$ cat src/rtl/lsu_pkg.sv
// Shared definitions for the load/store bridge: FSM state encoding,
// RV32I load/store funct3 codes and the byte-strobe helper.
package lsu_pkg;

    typedef enum logic [1:0] {
        ST_IDLE  = 2'd0,
        ST_ISSUE = 2'd1,
        ST_WAIT  = 2'd2,
        ST_RESP  = 2'd3
    } lsu_state_e;

    localparam logic [2:0] F3_B  = 3'b000;
    localparam logic [2:0] F3_H  = 3'b001;
    localparam logic [2:0] F3_W  = 3'b010;
    localparam logic [2:0] F3_BU = 3'b100;
    localparam logic [2:0] F3_HU = 3'b101;

    // Byte-lane write strobes for a store of the given size at the given lane.
    function automatic logic [3:0] lsu_strobe(input logic [2:0] funct3,
                                              input logic [1:0] addr_lo);
        logic [3:0] strb;
        strb = 4'b0000;
        case (funct3)
            F3_B:    strb = 4'b0001 << addr_lo;
            F3_H:    strb = 4'b0011 << {addr_lo[1], 1'b0};
            F3_W:    strb = 4'b1111;
            default: strb = 4'b0000;
        endcase
        return strb;
    endfunction

endpackage

$ cat src/rtl/lsu_load_align.sv
// Extracts the addressed byte/half/word from a memory read word and
// sign- or zero-extends it according to the RV32I load funct3.
module lsu_load_align
    import lsu_pkg::*;
(
    input  logic [31:0] rdata,
    input  logic [1:0]  addr_lo,
    input  logic [2:0]  funct3,
    output logic [31:0] data
);

    logic [7:0]  byte_sel;
    logic [15:0] half_sel;

    // Lane selection followed by extension; unknown codes return zero.
    always_comb begin
        byte_sel = rdata[{addr_lo, 3'b000} +: 8];
        half_sel = addr_lo[1] ? rdata[31:16] : rdata[15:0];
        data     = 32'h0000_0000;
        case (funct3)
            F3_B:    data = {{24{byte_sel[7]}}, byte_sel};
            F3_BU:   data = {24'h000000, byte_sel};
            F3_H:    data = {{16{half_sel[15]}}, half_sel};
            F3_HU:   data = {16'h0000, half_sel};
            F3_W:    data = rdata;
            default: data = 32'h0000_0000;
        endcase
    end

endmodule

$ cat src/rtl/lsu_mem_bridge.sv
// Load/store bridge from the core data port to a handshaked, variable
// latency memory port. Build option LSU_MISALIGN_CHECK_EN: when defined,
// misaligned halfword/word accesses complete with an error and never reach
// memory; when undefined they are force-aligned and proceed normally.
module lsu_mem_bridge
    import lsu_pkg::*;
#(
    parameter int TIMEOUT = 16,
    parameter int CNT_W   = 5
) (
    input  logic        clk,
    input  logic        rst,
    input  logic        cpu_req_valid,
    output logic        cpu_req_ready,
    input  logic        cpu_we,
    input  logic [2:0]  cpu_funct3,
    input  logic [31:0] cpu_addr,
    input  logic [31:0] cpu_wdata,
    output logic        cpu_resp_valid,
    output logic [31:0] cpu_rdata,
    output logic        cpu_err,
    output logic        mem_req,
    output logic [3:0]  mem_we,
    output logic [31:0] mem_addr,
    output logic [31:0] mem_wdata,
    input  logic        mem_gnt,
    input  logic        mem_rvalid,
    input  logic [31:0] mem_rdata
);

    lsu_state_e  state_q, state_d;
    logic        we_q, we_d;
    logic [2:0]  funct3_q, funct3_d;
    logic [1:0]  addr_lo_q, addr_lo_d;
    logic [3:0]  mem_we_q, mem_we_d;
    logic [31:0] mem_addr_q, mem_addr_d;
    logic [31:0] mem_wdata_q, mem_wdata_d;
    logic [CNT_W-1:0] cnt_q, cnt_d;
    logic [31:0] cpu_rdata_q, cpu_rdata_d;
    logic        cpu_err_q, cpu_err_d;

    logic        is_half, is_word, legal_f3, req_err;
    logic [1:0]  eff_lo;
    logic [31:0] store_data;
    logic [31:0] load_data;

    lsu_load_align u_align (
        .rdata   (mem_rdata),
        .addr_lo (addr_lo_q),
        .funct3  (funct3_q),
        .data    (load_data)
    );

    // Decode the incoming request: legality, alignment and lane-replicated store data.
    always_comb begin
        is_half  = (cpu_funct3 == F3_H) || (cpu_funct3 == F3_HU);
        is_word  = (cpu_funct3 == F3_W);
        legal_f3 = (cpu_funct3 == F3_B) || (cpu_funct3 == F3_H) || (cpu_funct3 == F3_W) ||
                   (!cpu_we && ((cpu_funct3 == F3_BU) || (cpu_funct3 == F3_HU)));
        eff_lo   = is_word ? 2'b00 : (is_half ? {cpu_addr[1], 1'b0} : cpu_addr[1:0]);
`ifdef LSU_MISALIGN_CHECK_EN
        req_err  = !legal_f3 || (is_half && cpu_addr[0]) || (is_word && (cpu_addr[1:0] != 2'b00));
`else
        req_err  = !legal_f3;
`endif
        case (cpu_funct3)
            F3_B:    store_data = {4{cpu_wdata[7:0]}};
            F3_H:    store_data = {2{cpu_wdata[15:0]}};
            default: store_data = cpu_wdata;
        endcase
    end

    // Next-state and registered-output logic for the request/response FSM.
    always_comb begin
        state_d     = state_q;
        we_d        = we_q;
        funct3_d    = funct3_q;
        addr_lo_d   = addr_lo_q;
        mem_we_d    = mem_we_q;
        mem_addr_d  = mem_addr_q;
        mem_wdata_d = mem_wdata_q;
        cnt_d       = cnt_q;
        cpu_rdata_d = cpu_rdata_q;
        cpu_err_d   = cpu_err_q;
        case (state_q)
            ST_IDLE: begin
                if (cpu_req_valid) begin
                    we_d      = cpu_we;
                    funct3_d  = cpu_funct3;
                    addr_lo_d = eff_lo;
                    if (req_err) begin
                        cpu_err_d   = 1'b1;
                        cpu_rdata_d = 32'h0000_0000;
                        state_d     = ST_RESP;
                    end else begin
                        mem_we_d    = cpu_we ? lsu_strobe(cpu_funct3, eff_lo) : 4'b0000;
                        mem_addr_d  = {cpu_addr[31:2], 2'b00};
                        mem_wdata_d = cpu_we ? store_data : 32'h0000_0000;
                        state_d     = ST_ISSUE;
                    end
                end
            end
            ST_ISSUE: begin
                if (mem_gnt) begin
                    if (we_q) begin
                        cpu_err_d   = 1'b0;
                        cpu_rdata_d = 32'h0000_0000;
                        state_d     = ST_RESP;
                    end else if (mem_rvalid) begin
                        cpu_err_d   = 1'b0;
                        cpu_rdata_d = load_data;
                        state_d     = ST_RESP;
                    end else begin
                        cnt_d   = '0;
                        state_d = ST_WAIT;
                    end
                end
            end
            ST_WAIT: begin
                if (mem_rvalid) begin
                    cpu_err_d   = 1'b0;
                    cpu_rdata_d = load_data;
                    state_d     = ST_RESP;
                end else if (cnt_q == CNT_W'(TIMEOUT - 1)) begin
                    cpu_err_d   = 1'b1;
                    cpu_rdata_d = 32'h0000_0000;
                    state_d     = ST_RESP;
                end else begin
                    cnt_d = cnt_q + CNT_W'(1);
                end
            end
            ST_RESP: begin
                state_d = ST_IDLE;
            end
            default: begin
                state_d = ST_IDLE;
            end
        endcase
    end

    // State and datapath registers with synchronous reset.
    always_ff @(posedge clk) begin
        if (rst) begin
            state_q     <= ST_IDLE;
            we_q        <= 1'b0;
            funct3_q    <= 3'b000;
            addr_lo_q   <= 2'b00;
            mem_we_q    <= 4'b0000;
            mem_addr_q  <= 32'h0000_0000;
            mem_wdata_q <= 32'h0000_0000;
            cnt_q       <= '0;
            cpu_rdata_q <= 32'h0000_0000;
            cpu_err_q   <= 1'b0;
        end else begin
            state_q     <= state_d;
            we_q        <= we_d;
            funct3_q    <= funct3_d;
            addr_lo_q   <= addr_lo_d;
            mem_we_q    <= mem_we_d;
            mem_addr_q  <= mem_addr_d;
            mem_wdata_q <= mem_wdata_d;
            cnt_q       <= cnt_d;
            cpu_rdata_q <= cpu_rdata_d;
            cpu_err_q   <= cpu_err_d;
        end
    end

    assign cpu_req_ready  = (state_q == ST_IDLE);
    assign cpu_resp_valid = (state_q == ST_RESP);
    assign cpu_rdata      = cpu_rdata_q;
    assign cpu_err        = cpu_err_q;
    assign mem_req        = (state_q == ST_ISSUE);
    assign mem_we         = mem_we_q;
    assign mem_addr       = mem_addr_q;
    assign mem_wdata      = mem_wdata_q;

endmodule

$ cat config.mk
export PLATFORM = sky130hd
export DESIGN_NAME = lsu_mem_bridge
export DESIGN_NICKNAME = d
export VERILOG_FILES = /design/src/rtl/lsu_pkg.sv /design/src/rtl/lsu_load_align.sv /design/src/rtl/lsu_mem_bridge.sv
export SDC_FILE = /design/constraint.sdc
export NUM_CORES = 1
export LEC_CHECK = 0
export ABC_AREA = 1
export CORE_UTILIZATION = 40
export DETAILED_ROUTE_END_ITERATION = 10
export HOLD_SLACK_MARGIN = 0.12
export PLACE_DENSITY = 0.78
export SYNTH_ARGS = -nofsm -noshare
export SYNTH_HDL_FRONTEND = slang
export SYNTH_SLANG_ARGS = --single-unit
$ cat constraint.sdc
create_clock -name clk -period 1.8 [get_ports clk]
set_input_delay 0.54 -clock clk [delete_from_list [all_inputs] [get_ports clk]]
set_output_delay 0.54 -clock clk [all_outputs]
set_load 0.02 [all_outputs]
==> flow_metrics.py, run 1 <==
metrics = {
    "status": {
        "status": "finished, violations left",
        "violations": "setup timing",
    },
    "global_routing": {
        "grt_antenna_before_repair": 0,
        "first_global_vias": 5379,
        "use_met2_pct": 43.8,
        "grt_pass1_wl_um": 26400,
        "grt_util_met3_pct": 6.33,
        "gr-max-usage-layer": "met2",
        "grt_util_all_layers_pct": 25.2,
        "use_met1_pct": 29.8,
        "gr-total-overflow": 0,
        "grt_max_degree": 71,
    },
    "die": {
        "start_util_pct": 41.5,
        "die_h_um": 117,
        "fp.coreArea_um2": 12700,
        "dieArea_um2": 13700,
        "pin_count": 209,
        "core.rowCount": 41,
        "die_w_um": 117,
    },
    "synthesis": {
        "yosys-top-cells-count": "nand2_1, nor2_1, dfxtp_1, o21ai_0, a21oi_1",
        "synth_area_um2": 5280,
        "syn_area_per_cell_um2": 6.76,
        "ys_top_cells_by_area": "dfxtp_1, nand2_1, nor2_1",
        "ys_seq_area_share_pct": 42.5,
        "synth_seq_cells": 112,
        "syn_inst": 780,
        "synth_cell_types": 35,
        "yosysMostFrequentCell": "nand2_1",
        "synth_edf_count": 0,
        "yosys_warnings": 0,
        "async_reset_ff_share_pct": 0,
        "synth_top_flop_cell": "dfxtp_1",
        "yosys.area.top_type_share_pct": 42.5,
        "yosys.area.top_type": "dfxtp_1",
    },
    "power_and_ir_drop": {
        "powerDensity_nw_per_um2": 1160,
        "peakVddDrop_mv": 0.630,
        "p_leak_nw": 3.97,
    },
    "sta": {
        "layout_setup_ws_ns": -0.0788,
        "min_period_over_period_pct": 104,
        "rsz0062_at_grt": "yes",
        "setup_viol": 36,
        "slew_violations": 0,
        "fin_setup_tns_ns": -1.38,
        "fmax_mhz": 532,
        "fin_crit_ns": 1.88,
        "finalHoldViolations": 0,
        "skew_ns": 0.00457,
    },
    "clock_network": {
        "clock_latency_ns": 0.36,
        "clkTransAtPathRegs_ns": 0.07,
        "tritoncts": "built",
        "numClockSinks": 112,
        "numCtsBuffers": 9,
        "clockRootBuffer": "clkbuf_16",
        "htree_levels": 3,
        "cts_max_path_buffers": 2,
    },
    "worst_setup_path": {
        "ff2ff_setup_slack_ns": -0.08,
        "crit_fanout": 5,
        "cp.required_ns": 2.03,
        "end_kind": "flip-flop",
        "worstSetupPathType": "reg2reg",
        "cp.arrival_ns": 2.11,
        "critPathLaunchType": "flip-flop",
    },
    "layout": {
        "diodes": 0,
        "post-route-util_pct": 67.4,
        "area_growth_syn_to_layout_pct": 62.6,
        "nNetsFinal": 1144,
        "drive_gt1_share_pct": 17.3,
    },
    "route": {
        "dr.pass1.iters": 4,
        "final_antenna_net_count": 0,
        "drc": 0,
        "wirelength_um": 18100,
        "routed-via-count": 6009,
        "post_drt_via_cell_ratio": 4.97,
        "first_iter_violations": 446,
        "routedWlPerCell_um": 15.0,
    },
    "place": {
        "io_buffers": 206,
        "place_congestion": 0.894,
        "hpwl_um": 12800,
    },
    "worst_hold_path": {
        "hold_class": "reg2reg",
    },
    "run": {
        "maxCapViolCount": 0,
    },
}
## sequential cells by signal, indices dropped and copies added (netlist names)
signal     cells
mem_wdata     32
mem_we         4
cnt_q          5
state_q        2
addr_lo_q      2
cpu_err        1
mem_addr      30
cpu_rdata     32
funct3_q       3
we_q           1
## where the power goes
group,total (mW),internal (mW),switching (mW)
sequential,2.99,2.79,0.194
combinational,4.97,2.36,2.61
clock,1.98,1.00,0.975
total,9.93,6.15,3.78
## critical path: stages, from the launching register on
cell and delay, ns:
dfxtp_2 0.36, ha_4 0.14, inv_2 0.03, nor2_2 0.08
ha_2 0.18, inv_2 0.03, nand2_2 0.06, nor2_2 0.04
nor2_2 0.16, nand3_4 0.10, buf_6 0.15, buf_12 0.14
clkbuf_16 0.16, nand2_4 0.06, a21oi_2 0.05
## path summary, 6_finish.rpt
path / from / endpoint / depth (start not counted)
worst max-delay path: cnt_q[1]$_SDFFE_PP0P_ / cpu_rdata[19]$_SDFFE_PP0P_ / 14
worst min-delay path: cpu_err$_SDFFE_PP0P_ / cpu_err$_SDFFE_PP0P_ / 2
worst max register to register: cnt_q[1]$_SDFFE_PP0P_ / cpu_rdata[19]$_SDFFE_PP0P_ / 14
worst min register to register: cpu_err$_SDFFE_PP0P_ / cpu_err$_SDFFE_PP0P_ / 2
## metal layers
metal | share of wire [%] | vias to the layer above
met3 | 7.5 | 43
met1 | 41 | 2728
li1 | - | 2997
met2 | 49 | 241
met5 | 0 | -
met4 | 3.1 | 0
## layout by cell type (no fill, tap or decap), drive strengths merged, types with 4 or more instances in the layout
cell type	count
or2	5
o211ai	15
clkinv	4
dfxtp	112
dlygate4sd2	99
nor2	134
nand2	207
ha	6
a22oi	8
clkdlybuf4s50	102
o21ai	80
inv	68
clkbuf	14
a21oi	69
nand3	19
buf	78
## logic make-up after synthesis
kind of cell | count (synthesis) | share of synthesized area (%)
buffers and inverters | 111 | 9.01
xor gates and xnor gates | 3 | 0.498
and+or+nand+nor | 369 | 28.1
AOI/OAI and AO/OA | 178 | 18.4
adders and majority gates | 6 | 1.42
DFF | 112 | 42.5
other | 1 | 0.0711
## cell type report
type	instances	area [um^2]
Clock buffer	11	243
Clock inverter	5	51.3
Fill cell	1111	4140
Inverter	67	251
Multi-Input combinational cell	559	2800
Sequential cell	112	2250
Tap cell	172	215
Timing Repair Buffer	284	2770
## per-stage QoR
step                      cell area, um^2  setup WS [ns]  power [mW]  hold WS, ns  instances
after global routing                 8580         -0.151        10.5        0.477       1210
final                                8580        -0.0788        9.93        0.458       1210
after global placement               7940         -0.364        7.03        0.438       1181
after floorplan                      5280         0.0389        5.20        0.472        781
after detailed placement             7940         -0.387        7.10        0.444       1181
after CTS                            8360        -0.0398        9.47        0.455       1206
## what timing repair did
action,CTS,global route
pin swaps,4,16
endpoints found under the setup margin,135,63
gates resized for setup,141,58
buffers inserted,5,1
cloned,4,3
hold buffers,0,0
hold endpoints to repair,0,0
Power figures use the tool's default switching activity.
==> run 2, diff against run 1 <==
--- a/config.mk
+++ b/config.mk
@@ -6,10 +6,13 @@
 export NUM_CORES = 1
 export LEC_CHECK = 0
 export ABC_AREA = 1
+export CORE_MARGIN = 4
 export CORE_UTILIZATION = 40
+export CTS_CLUSTER_DIAMETER = 80
 export DETAILED_ROUTE_END_ITERATION = 10
 export HOLD_SLACK_MARGIN = 0.12
 export PLACE_DENSITY = 0.78
+export SLEW_MARGIN = 20
 export SYNTH_ARGS = -nofsm -noshare
 export SYNTH_HDL_FRONTEND = slang
 export SYNTH_SLANG_ARGS = --single-unit
==> run 2 against run 1 <==
  * The run now ends clean
  * Non-clock buffer count is 16 lower
  * Cell count is 1.4% lower
  * Clock power hardly changed
  * Register-to-register slack better by 0.10 ns
  * Maximum frequency is 5.7% higher
  * Combinational power is 20% lower
  * Sequential cell count stayed put
  * Largest cell class unchanged
  * Highest routed layer unchanged
==> flow_metrics.py, run 2 (synthesized netlist as in run 1, its figures left out) <==
metrics = {
    "global_routing": {
        "first_global_vias": 5426,
        "grt_util_all_layers_pct": 22.5,
        "grt_antenna_before_repair": 0,
        "gr-total-overflow": 0,
        "grt_max_degree": 71,
        "grt_pass1_wl_um": 26800,
    },
    "place": {
        "dpl.cell_count": 1177,
        "place_congestion": 0.901,
        "hpwl_um": 13100,
        "io_buffers": 206,
    },
    "die": {
        "dieArea_um2": 15100,
        "die_h_um": 123,
        "pin_count": 209,
        "core.rowCount": 41,
        "die_w_um": 123,
        "start_util_pct": 41.3,
        "fp.coreArea_um2": 12800,
    },
    "route": {
        "drc": 0,
        "post_drt_via_cell_ratio": 4.87,
        "first_iter_violations": 390,
        "final_antenna_net_count": 0,
        "wirelength_um": 17300,
        "dr.pass1.iters": 5,
        "routed-via-count": 5812,
        "routedWlPerCell_um": 14.5,
    },
    "sta": {
        "skew_ns": 0.0113,
        "rsz0062_at_grt": "yes",
        "setup_viol": 0,
        "fmax_mhz": 563,
        "slew_violations": 0,
        "min_period_over_period_pct": 98.7,
        "fin_crit_ns": 1.78,
        "finalHoldViolations": 0,
        "hold_ws_ns": 0.462,
    },
    "worst_setup_path": {
        "cp_cell_sequence": "ha_1 > inv_1 > nor2_1 > ha_1 > inv_1 > nand2_1 > nor2_1 > nor2_2 > nand3_4 > nor2_4 > buf_12 > nand2_1 > a21oi_2",
        "slowest_stage": "dfxtp_2",
        "worstSetupPathType": "reg2reg",
        "crit_fanout": 32,
        "critPathLaunchType": "flip-flop",
        "end_kind": "flip-flop",
        "cp.arrival_ns": 2.08,
        "cp.required_ns": 2.10,
        "reg2regPathDepth": 13,
        "timing.rr.end": "cpu_rdata[16]$_SDFFE_PP0P_",
        "max_stage_delay_ns": 0.33,
        "ff2ff_setup_slack_ns": 0.02,
        "crit-reg2reg-launch": "cnt_q[0]$_SDFFE_PP0P_",
    },
    "layout": {
        "mostFrequentLayoutCells": "nand2_1, nor2_1, dfxtp_1",
        "layout_commonest_cell": "nand2_1",
        "layoutNonFillerInstCount": 1193,
        "drive_gt1_share_pct": 10.7,
        "area_growth_syn_to_layout_pct": 53.6,
        "fillers": 1208,
        "diodes": 0,
        "nNetsFinal": 1127,
    },
    "worst_hold_path": {
        "hold_start": "cpu_rdata[4]$_SDFFE_PP0P_",
        "whs_endpoint": "cpu_rdata[4]$_SDFFE_PP0P_",
        "hold_depth": 2,
        "hold_class": "reg2reg",
    },
    "clock_network": {
        "clockRootBuffer": "clkbuf_16",
        "numClockSinks": 112,
        "clkTransAtPathRegs_ns": 0.08,
        "cts_setup_buffers": 0,
        "clock_latency_ns": 0.36,
        "htree_levels": 3,
        "tritoncts": "built",
        "cts_max_path_buffers": 2,
        "numCtsBuffers": 9,
    },
    "run": {
        "maxCapViolCount": 0,
    },
    "power_and_ir_drop": {
        "p_switching_mw": 3.36,
        "p_leak_nw": 3.77,
        "p_comb_share_pct": 44.5,
        "peakVddDrop_mv": 0.627,
        "powerDensity_nw_per_um2": 1100,
        "seqPwrFrac_pct": 33.2,
        "netSwitchingFraction_pct": 37.7,
        "clockPowerShare_pct": 22.3,
        "total_power_mw": 8.92,
        "intPower_mw": 5.56,
    },
    "status": {
        "status": "finished clean",
    },
}
run 2: timing repair:
item | 4_1_cts | 5_1_grt
endpoints found under the hold margin | 0 | 0
resized for setup | 113 | 13
hold buffers | 0 | 0
endpoints found under the setup margin | 109 | 45
pin swaps | 0 | 1
run 2: routing by layer:
metal | up-vias | track usage (%) | routed length [um]
met5 | - | 0 | 0
met4 | 0 | 7.98 | 352
met3 | 27 | 5.81 | 1430
met2 | 224 | 37.1 | 8250
met1 | 2605 | 28.4 | 7290
li1 | 2956 | - | -
run 2: how the worst max path moves through the flow:
stage,depth (start not counted),endpoint,startpoint
CTS,13,cpu_rdata[10]$_SDFFE_PP0P_,cnt_q[1]$_SDFFE_PP0P_
global placement,11,mem_wdata[26]$_SDFFE_PP0P_,cpu_funct3[1]
finish,13,cpu_rdata[16]$_SDFFE_PP0P_,cnt_q[0]$_SDFFE_PP0P_
floorplan,10,cpu_rdata[2]$_SDFFE_PP0P_,state_q[0]$_SDFFE_PP0P_
detailed placement,8,mem_wdata[26]$_SDFFE_PP0P_,cpu_funct3[1]
global route,13,cpu_rdata[30]$_SDFFE_PP0P_,cnt_q[0]$_SDFFE_PP0P_
run 2: critical path, delay by kind of cell (launching register included):
kind | cells | cell delay (ns)
AO/OA/AOI/OAI | 1 | 0.12
adder cells (fa/ha/maj) | 2 | 0.31
flip-flops | 1 | 0.33
AND/OR/NAND/NOR | 7 | 0.68
buffers and inverters | 3 | 0.26
run 2: area by class of cell:
type	instances	area [um^2]	area share, %
multi-input combinational	558	2590	31.9
timing repair buffer	268	2510	31.0
sequential	112	2250	27.7
inverter	67	251	3.10
clock buffer	10	239	2.95
tap	172	215	2.66
clock inverter	6	50.0	0.618
run 2: power by group through the flow:
stage               clock network [mW]  registers (mW)  logic, mW
floorplan                            0            3.26       1.93
global placement                     0            3.01       4.10
detailed placement                   0            3.02       4.14
CTS                               2.02            2.96       3.99
global route                      2.11            3.00       4.39
finish                            1.99            2.96       3.97
run 2: stage by stage:
stage	setup TNS, ns	setup WS [ns]	cell area, um^2	util [%]
floorplan	0	0.0389	5280	-
global placement	-23.52	-0.313	7920	62.0
detailed placement	-28.54	-0.390	7920	62.0
CTS	0	0.00592	8090	63.3
global route	-3.32	-0.131	8100	63.4
finish	0	0.0231	8100	63.4
==> run 3, diff against run 2 <==
--- a/config.mk
+++ b/config.mk
@@ -12,6 +12,7 @@
 export DETAILED_ROUTE_END_ITERATION = 10
 export HOLD_SLACK_MARGIN = 0.12
 export PLACE_DENSITY = 0.78
+export SETUP_SLACK_MARGIN = 0.2
 export SLEW_MARGIN = 20
 export SYNTH_ARGS = -nofsm -noshare
 export SYNTH_HDL_FRONTEND = slang
==> run 3 against run 2 <==
  * Critical path depth unchanged
  * Setup slack got worse by 0.095 ns
  * The flow now finishes with violations (setup timing)
  * Via count increased by 1.3%
  * Worst hold slack got worse by 0.0094 ns
  * Sequential share of layout area decreased by 1.2 points
  * Highest routed layer unchanged
  * Largest power group unchanged
  * Maximum frequency decreased by 5.1%
  * Core utilization increased by 3.1 points
  * Die area unchanged
  * Largest cell class unchanged
  * Clock power decreased by 3%
  * Global-route usage decreased by 0.18 points
  * Clock skew about the same
  * First-iteration DRC count decreased by 0.51%
==> flow_metrics.py, run 3 (synthesized netlist as in run 1, its figures left out) <==
metrics = {
    "clock_network": {
        "cts_max_path_buffers": 2,
        "clockRootBuffer": "clkbuf_16",
        "clkTransAtPathRegs_ns": 0.08,
        "numCtsBuffers": 9,
        "numClockSinks": 112,
        "tritoncts": "built",
        "clock_latency_ns": 0.35,
        "htree_levels": 3,
        "cts_hold_buf": 0,
    },
    "place": {
        "dpl.cell_count": 1176,
        "io_buffers": 206,
        "place_congestion": 0.848,
        "pre_cts_slack_ns": -0.378,
        "hpwl_um": 12900,
    },
    "sta": {
        "slew_violations": 0,
        "hold_ws_ns": 0.452,
        "setup_viol": 31,
        "skew_ns": 0.0112,
        "rsz0062_at_grt": "yes",
        "layout_setup_ws_ns": -0.0717,
        "finalHoldViolations": 0,
        "min_period_over_period_pct": 104,
        "fmax_mhz": 534,
        "fin_crit_ns": 1.87,
        "fin_setup_tns_ns": -1.08,
    },
    "global_routing": {
        "grt_pass1_wl_um": 26600,
        "grt_util_all_layers_pct": 22.3,
        "gr-total-overflow": 0,
        "first_global_vias": 5441,
        "grt_max_degree": 71,
        "grt_antenna_before_repair": 0,
    },
    "power_and_ir_drop": {
        "p_leak_nw": 3.62,
        "peakVddDrop_mv": 0.627,
        "powerDensity_nw_per_um2": 1090,
    },
    "worst_setup_path": {
        "max_stage_delay_ns": 0.36,
        "critPathLaunchType": "flip-flop",
        "cp.required_ns": 2.08,
        "worstSetupPathType": "reg2reg",
        "slowest_stage": "dfxtp_2",
        "end_kind": "flip-flop",
        "crit_fanout": 12,
        "cp.arrival_ns": 2.15,
        "cp_cell_sequence": "ha_4 > inv_2 > nor2_2 > ha_2 > inv_2 > nand2_2 > nor2_2 > nor2_4 > nand3_4 > nor2_4 > clkbuf_16 > nand2_1 > a21oi_1",
    },
    "die": {
        "core.rowCount": 41,
        "dieArea_um2": 15100,
        "pin_count": 209,
        "die_h_um": 123,
        "die_w_um": 123,
        "fp.coreArea_um2": 12800,
        "start_util_pct": 41.3,
    },
    "layout": {
        "area_growth_syn_to_layout_pct": 61.0,
        "seq_area_um2": 2250,
        "layout_commonest_cell": "nand2_1",
        "post-route-util_pct": 66.5,
        "multi_input_comb_area_um2": 2800,
        "layoutNonFillerInstCount": 1206,
        "drive_gt1_share_pct": 18.9,
        "fillers": 1094,
        "mostFrequentLayoutCells": "nand2_1, nor2_1, dfxtp_1",
        "nNetsFinal": 1140,
        "diodes": 0,
    },
    "status": {
        "violations": "setup timing",
        "status": "finished, violations left",
    },
    "route": {
        "routedWlPerCell_um": 14.8,
        "post_drt_via_cell_ratio": 4.88,
        "drc": 0,
        "wirelength_um": 17800,
        "final_antenna_net_count": 0,
        "routed-via-count": 5890,
        "dr.pass1.iters": 4,
        "first_iter_violations": 388,
    },
    "run": {
        "maxCapViolCount": 0,
    },
    "worst_hold_path": {
        "hold_class": "reg2reg",
    },
}
## run 3: cell count changes in the layout (fill, tap and decap cells not counted), moves of 6 or more
cell / before / now
buf_6: 1 / 19
inv_1: 65 / 58
o21ai_0: 73 / 52
dlygate4sd2_1: 100 / 15
nor2_2: 3 / 9
nor2_1: 128 / 119
nand2_1: 203 / 187
nand2_2: 4 / 16
o21ai_1: 7 / 24
clkdlybuf4s15_1: 0 / 58
clkbuf_2: 0 / 25
## run 3: layout make-up
cell class | count | area share (%)
Timing Repair Buffer | 281 | 31.8
Tap cell | 172 | 2.53
Multi-Input combinational cell | 558 | 32.9
Sequential cell | 112 | 26.5
Inverter | 67 | 3.05
Clock buffer | 11 | 2.74
Clock inverter | 5 | 0.545
## run 3: critical path: cells and delay by family, from the launching register on
kind / cells / cell delay (ns)
buffers and inverters: 3 / 0.28
AO/OA/AOI/OAI: 1 / 0.11
adder cells (fa/ha/maj): 2 / 0.32
AND/OR/NAND/NOR: 7 / 0.74
flip-flops: 1 / 0.36
## run 3: worst paths after layout
kind	end	slack, ns	depth (start not counted)	startpoint
worst min-delay path	cpu_err$_SDFFE_PP0P_	0.45	2	cpu_err$_SDFFE_PP0P_
worst max-delay path	cpu_rdata[4]$_SDFFE_PP0P_	-0.07	13	cnt_q[0]$_SDFFE_PP0P_
worst max register to register	cpu_rdata[4]$_SDFFE_PP0P_	-0.07	13	cnt_q[0]$_SDFFE_PP0P_
worst min register to register	cpu_err$_SDFFE_PP0P_	0.45	2	cpu_err$_SDFFE_PP0P_
## run 3: per-stage QoR
step	cell area (um^2)	power, mW
6_report	8500	9.25
5_1_grt	8500	9.82
4_1_cts	8320	8.99
3_5_place_dp	7890	6.90
3_3_place_gp	7890	6.87
2_1_floorplan	5300	5.25
## run 3: timing repair
item / in CTS / in global routing
setup buffers: 5 / 5
pin swaps: 3 / 7
resized for setup: 225 / 119
setup endpoints to repair: 204 / 179
endpoints found under the hold margin: 0 / 0
gates cloned: 1 / 3
## run 3: routing by layer
| metal | vias up | global-route usage, % | wire [um] |
|---|---|---|---|
| met5 | - | 0 | 0 |
| li1 | 2984 | - | - |
| met3 | 41 | 5.67 | 1340 |
| met4 | 0 | 9.52 | 498 |
| met2 | 211 | 36.6 | 8470 |
| met1 | 2654 | 27.8 | 7530 |
## run 3: where the power goes
part,switching (mW),total (mW),internal (mW)
clock,0.966,1.94,0.970
sequential,0.214,3.01,2.79
combinational,2.39,4.30,1.91
